### config.mk
export PLATFORM = sky130hd
export DESIGN_NAME = wide_write_packer
export DESIGN_NICKNAME = d
export VERILOG_FILES = /design/src/rtl/wide_mem_pkg.sv /design/src/rtl/wide_write_packer.sv
export SDC_FILE = /design/constraint.sdc
export NUM_CORES = 1
export LEC_CHECK = 0
export CAP_MARGIN = 5
export CORE_UTILIZATION = 52
export DETAILED_ROUTE_END_ITERATION = 7
export PLACE_DENSITY = 0.76
export SLEW_MARGIN = 20
export SYNTH_ARGS = -nofsm -noshare
export SYNTH_HDL_FRONTEND = slang
export SYNTH_SLANG_ARGS = --single-unit
### constraint.sdc
create_clock -name clk -period 3.3 [get_ports clk]
set_input_delay 0.66 -clock clk [delete_from_list [all_inputs] [get_ports clk]]
set_output_delay 0.66 -clock clk [all_outputs]
set_load 0.01 [all_outputs]
### src/rtl/wide_mem_pkg.sv
// Shared word/lane helpers for the 32-bit wide output memory (4 pixels per word).
package wide_mem_pkg;

    localparam int BYTES_PER_WORD = 4;
    localparam int LANE_W         = 2;

    // Word index of a byte address; callers truncate to their word-address width.
    function automatic logic [31:0] word_of(input logic [33:0] baddr);
        return baddr[33:LANE_W];
    endfunction

    // Byte lane within a word; lane n is bits [8n+7:8n] (little-endian).
    function automatic logic [LANE_W-1:0] lane_of(input logic [33:0] baddr);
        return baddr[LANE_W-1:0];
    endfunction

endpackage

### src/rtl/wide_write_packer.sv
// Packs a byte-wide pixel write stream into 32-bit word writes with byte enables.
module wide_write_packer
    import wide_mem_pkg::*;
#(
    parameter int AW = 10
) (
    input  logic          clk,
    input  logic          rst_n,
    input  logic          i_clr,
    input  logic          in_we,
    input  logic [AW+1:0] in_waddr,
    input  logic [7:0]    in_wdata,
    input  logic          i_flush,
    output logic          mem_we,
    output logic [AW-1:0] mem_waddr,
    output logic [31:0]   mem_wdata,
    output logic [3:0]    mem_wbe,
    output logic          o_empty,
    output logic [31:0]   o_word_wr_count,
    output logic [31:0]   o_partial_wr_count
);

    logic          acc_valid_q, acc_valid_d;
    logic [AW-1:0] acc_addr_q,  acc_addr_d;
    logic [31:0]   acc_data_q,  acc_data_d;
    logic [3:0]    acc_be_q,    acc_be_d;
    logic          flush_pending_q, flush_pending_d;

    logic          mem_we_q;
    logic [AW-1:0] mem_waddr_q;
    logic [31:0]   mem_wdata_q;
    logic [3:0]    mem_wbe_q;
    logic [31:0]   word_cnt_q, part_cnt_q;

    logic          emit;
    logic [AW-1:0] emit_addr;
    logic [31:0]   emit_data;
    logic [3:0]    emit_be;

    logic [AW-1:0]     in_word;
    logic [LANE_W-1:0] in_lane;
    logic [31:0]       lane_data;
    logic [3:0]        lane_be;

    assign in_word   = AW'(word_of(34'(in_waddr)));
    assign in_lane   = lane_of(34'(in_waddr));
    assign lane_data = {24'b0, in_wdata} << {in_lane, 3'b000};
    assign lane_be   = 4'b0001 << in_lane;

    // Accumulator next state and the (at most one) word emitted this cycle.
    always_comb begin
        acc_valid_d     = acc_valid_q;
        acc_addr_d      = acc_addr_q;
        acc_data_d      = acc_data_q;
        acc_be_d        = acc_be_q;
        flush_pending_d = flush_pending_q;
        emit            = 1'b0;
        emit_addr       = acc_addr_q;
        emit_data       = acc_data_q;
        emit_be         = acc_be_q;

        if (flush_pending_q) begin
            // Pending word left over from a conflict goes out first; a new
            // byte this cycle opens a fresh accumulator that is not flushed.
            emit            = 1'b1;
            flush_pending_d = 1'b0;
            acc_valid_d     = in_we;
            if (in_we) begin
                acc_addr_d = in_word;
                acc_data_d = lane_data;
                acc_be_d   = lane_be;
            end
        end else begin
            if (in_we) begin
                if (acc_valid_q && in_word == acc_addr_q && !acc_be_q[in_lane]) begin
                    acc_data_d = acc_data_q | lane_data;
                    acc_be_d   = acc_be_q | lane_be;
                end else begin
                    // Word break or repeated lane: old word leaves unchanged.
                    emit       = acc_valid_q;
                    acc_addr_d = in_word;
                    acc_data_d = lane_data;
                    acc_be_d   = lane_be;
                end
                acc_valid_d = 1'b1;
            end
            if (!emit && acc_valid_d && (acc_be_d == 4'hF || i_flush)) begin
                emit        = 1'b1;
                emit_addr   = acc_addr_d;
                emit_data   = acc_data_d;
                emit_be     = acc_be_d;
                acc_valid_d = 1'b0;
            end else if (emit && i_flush && acc_valid_d) begin
                flush_pending_d = 1'b1;
            end
        end
    end

    // Accumulator registers.
    always_ff @(posedge clk or negedge rst_n) begin
        if (!rst_n) begin
            acc_valid_q     <= 1'b0;
            acc_addr_q      <= '0;
            acc_data_q      <= '0;
            acc_be_q        <= '0;
            flush_pending_q <= 1'b0;
        end else begin
            acc_valid_q     <= acc_valid_d;
            acc_addr_q      <= acc_addr_d;
            acc_data_q      <= acc_data_d;
            acc_be_q        <= acc_be_d;
            flush_pending_q <= flush_pending_d;
        end
    end

    // Registered word-write port; idle cycles drive all zeros.
    always_ff @(posedge clk or negedge rst_n) begin
        if (!rst_n) begin
            mem_we_q    <= 1'b0;
            mem_waddr_q <= '0;
            mem_wdata_q <= '0;
            mem_wbe_q   <= '0;
        end else begin
            mem_we_q    <= emit;
            mem_waddr_q <= emit ? emit_addr : '0;
            mem_wdata_q <= emit ? emit_data : '0;
            mem_wbe_q   <= emit ? emit_be   : '0;
        end
    end

    // Counters step alongside the write they count; clear wins.
    always_ff @(posedge clk or negedge rst_n) begin
        if (!rst_n) begin
            word_cnt_q <= '0;
            part_cnt_q <= '0;
        end else if (i_clr) begin
            word_cnt_q <= '0;
            part_cnt_q <= '0;
        end else if (emit) begin
            word_cnt_q <= word_cnt_q + 32'd1;
            if (emit_be != 4'hF) part_cnt_q <= part_cnt_q + 32'd1;
        end
    end

    assign mem_we             = mem_we_q;
    assign mem_waddr          = mem_waddr_q;
    assign mem_wdata          = mem_wdata_q;
    assign mem_wbe            = mem_wbe_q;
    assign o_empty            = !acc_valid_q && !flush_pending_q && !mem_we_q;
    assign o_word_wr_count    = word_cnt_q;
    assign o_partial_wr_count = part_cnt_q;

endmodule

==> PnR_summary.wiki <==
{| class="wikitable"
! Metric !! Value
|-
| DIE HEIGHT || 121 um
|-
| Share of the yosys chip area belonging to registers || 54.3%
|-
| Post-synthesis register bit count || 159
|-
| # rows || 43
|-
| Critical Setup Path Class || input port to flip-flop
|-
| Data required time of the worst path || 3.64 ns
|-
| Total of fill cells in the finished design || 988
|-
| Post-DRT Antenna Nets || 0
|-
| Insertion delay to the later sink of the worst-skew pair || 0.43 ns
|-
| Synthesized area divided by synthesized cell count || approximately 10 um2
|-
| Slew headroom || 39.5%
|-
| Number of buffers created by CTS || 17
|-
| Top cells by area, synth || sky130_fd_sc_hd__dfrtp_1, sky130_fd_sc_hd__nor2_1, sky130_fd_sc_hd__a22o_1
|-
| Slew at the pin with the worst max-slew slack || around 0.91 ns
|-
| Aggregate negative setup slack || 0 ns
|-
| Count leader, synth || sky130_fd_sc_hd__dfrtp_1
|-
| Clk_skew || 0.0119 ns
|-
| Vias in the first global route || 5997
|-
| Most area-hungry cell type in the Yosys netlist || sky130_fd_sc_hd__dfrtp_1
|-
| Status || complete, no violations
|-
| Worst-case vdd ir drop || 332 uV
|-
| Number of warnings reported in the yosys synthesis log || 0
|-
| Number of buffers inserted by port buffering || ~140
|-
| Main flop type after synthesis || sky130_fd_sc_hd__dfrtp_1
|-
| Post-synth EDFFs || 0
|-
| H-tree levels || 4
|-
| Gate Count Post-Synth || 706
|-
| Syn_nets || 733
|-
| Final period utilization || 96.6%
|-
| Setup violators final || 0
|-
| Total power per unit cell area || between 400 and 500 nW/um2
|-
| First-pass iteration count of the detailed router || 6
|-
| Number of library cell types mapped by synthesis || 56
|-
| Largest net degree at the start of global routing || 79
|-
| Layer with the highest usage || met2
|-
| Most used standard cells in the synthesized netlist || sky130_fd_sc_hd__dfrtp_1, sky130_fd_sc_hd__nor2_1, sky130_fd_sc_hd__a21oi_1, sky130_fd_sc_hd__nand2_1
|-
| Max Cap Viol || 0
|-
| Kind of launch point of the worst setup path || input port
|-
| M3 GR Usage || 6.65%
|-
| CTS clock-pin slew for the worst setup and hold paths || roughly 0.06 ns
|-
| Share of async-settable or async-resettable flops after synthesis || 100%
|-
| Endpoint type of the worst setup path || flip-flop
|-
| Initial Utilization || a little over half
|-
| Initial antenna violation count || 0
|-
| Fraction of layout cells with a size suffix above 1 || 13.4%
|-
| Data arrival time of the worst path || between 3 and 4 ns
|-
| CTS tree || built
|-
| Max Fanout on Critical Path || 17
|-
| Static leakage || 0.00413 uW
|-
| Met1 capacity usage during global routing || 35.8%
|-
| Clock tree sinks || 159
|-
| Wire length after detailed routing || 18.7 mm
|-
| Fin. Hold Viols || 0
|-
| Final cell count without fillers || 1061
|-
| Endpoint of the most critical register-to-register path || o_partial_wr_count[8]
|-
| Global-route usage over all layers || 26.9%
|-
| Unrepaired setup endpoints after global routing || no
|-
| Residual DRC count || 0
|-
| Setup slack after placement || -0.527 ns
|-
| Total gr overflow || 0
|-
| Post-synthesis instance area || 7330 um2
|-
| Core ar. || 13800 um2
|-
| Vias after detailed routing || 6290
|-
| Per-cell via count in the routed design || a little under 6
|-
| Reg-to-reg critical path startpoint || acc_be_q[3]
|-
| Number of cells traversed by the worst register-to-register path || 8
|-
| Crit path time final || 3.19 ns
|-
| Final layout net count || 896
|-
| Placed instance count || 1029
|-
| Global-route wire length before repair || 30.5 mm
|-
| Fin worst setup slack || 0.113 ns
|-
| DIE AREA || 14600 um2
|-
| Root buffer selected by CTS || sky130_fd_sc_hd__clkbuf_16
|-
| GP Congestion || 0.849
|-
| Area growth syn-to-layout || 34.0%
|-
| Initial DRC count || 625
|-
| Placed inst area || 9220 um2
|-
| HPWL Detailed || 12.5 mm
|-
| Area fraction of the dominant cell type after synthesis || a little over half
|-
| Avg WL per Cell || 17.7 um
|-
| Boundary pin count || ~140
|-
| Fin area || 9830 um2
|-
| Global-route met2 utilization || 43.2%
|-
| Inserted Diodes || 0
|-
| Number of buffers inserted for hold repair after clock tree synthesis || 0
|-
| Final max-slew violation count || 0
|-
| Die X || 121 um
|-
| Highest Clock Rate || 314 MHz
|-
| Hold Path Class || input port to asynchronous set/reset pin
|-
| R2R Setup Slk || 0.21 ns
|-
| Buffers from clock root to sink, at most || 2
|-
| Power Total || 4710 uW
|}
layout by cell type (no fill, tap or decap), types with 25 or more instances in the layout:
cell,n
sky130_fd_sc_hd__a21oi_1,50
sky130_fd_sc_hd__a22o_1,32
sky130_fd_sc_hd__a22oi_1,33
sky130_fd_sc_hd__buf_4,51
sky130_fd_sc_hd__clkdlybuf4s50_1,133
sky130_fd_sc_hd__dfrtp_1,159
sky130_fd_sc_hd__nand2_1,41
sky130_fd_sc_hd__nor2_1,80
sky130_fd_sc_hd__o21ai_0,25
sky130_fd_sc_hd__xor2_1,25
through the flow:
stage	hold WS [ns]	util (%)
after floorplan	0.364	-
after global placement	0.483	66.7
after detailed placement	0.483	66.7
after CTS	0.291	71.1
after global routing	0.317	71.1
final	0.271	71.1
power by group:
| part | switching, uW | leakage, uW | internal [uW] | total, uW |
|---|---|---|---|---|
| Clock | 805 | 0.000270 | 1120 | 1920 |
| Combinational | 345 | 0.00171 | 318 | 663 |
| Sequential | 72.4 | 0.00215 | 2050 | 2120 |
final cells by class:
cell class                      instances  area [um2]  share of cell area [%]
Multi-Input combinational cell        479        3100                    31.6
Sequential cell                       159        3980                    40.5
Timing Repair Buffer                  196        1890                    19.3
Clock buffer                           19         433                    4.40
Clock inverter                         12         136                    1.39
Tap cell                              180         225                    2.29
Inverter                               16        60.1                   0.611
cells by family after synthesis:
| kind of cell | count (synthesis) | synth area share, % |
|---|---|---|
| AO/OA/AOI/OAI | 197 | 19.0 |
| XOR/XNOR | 37 | 4.42 |
| adder cells (fa/ha/maj) | 2 | 0.341 |
| buffers and inverters | 68 | 3.92 |
| flip-flops | 159 | 54.3 |
| multiplexers | 16 | 2.61 |
| AND/OR/NAND/NOR | 227 | 15.5 |
layer usage:
metal	share of wire [%]	wire [um]
met1	43	8100
met2	50	9400
met3	5.4	1020
met4	1.1	213
met5	0	0
sequential cells by signal, indices dropped and copies added (netlist names), 4 cells and up:
name and cells:
acc_data_q 32, mem_wdata 32, acc_addr_q 10, o_partial_wr_count 32, acc_be_q 4, mem_wbe 4
o_word_wr_count 32, mem_waddr 10
how the worst max path moves through the flow:
| stage | slack (ns) | to | from |
|---|---|---|---|
| 3_5_place_dp | -0.53 | o_partial_wr_count[15] | in_waddr[0] |
| 4_1_cts | 0.17 | o_partial_wr_count[15] | in_waddr[1] |
| 3_3_place_gp | -0.50 | o_partial_wr_count[15] | in_waddr[0] |
| 6_report | 0.11 | o_partial_wr_count[8] | in_waddr[1] |
| 5_1_grt | 0.04 | o_partial_wr_count[15] | in_waddr[1] |
| 2_1_floorplan | 0.04 | o_partial_wr_count[4] | in_waddr[0] |
worst max-delay path, stage by stage:
cell                              delay, ns
sky130_fd_sc_hd__clkdlybuf4s50_1       0.51
sky130_fd_sc_hd__mux4_2                0.33
sky130_fd_sc_hd__or4_4                 0.47
sky130_fd_sc_hd__o31ai_2               0.21
sky130_fd_sc_hd__a41o_1                0.29
sky130_fd_sc_hd__o2111ai_4             0.32
sky130_fd_sc_hd__buf_4                 0.27
sky130_fd_sc_hd__or3_1                 0.31
sky130_fd_sc_hd__a21oi_1               0.14
repair_timing:
action                                  CTS  global route
resized for setup                         7             0
setup buffers                             1             0
endpoints found under the setup margin   19             0
Power figures use the tool's default switching activity.
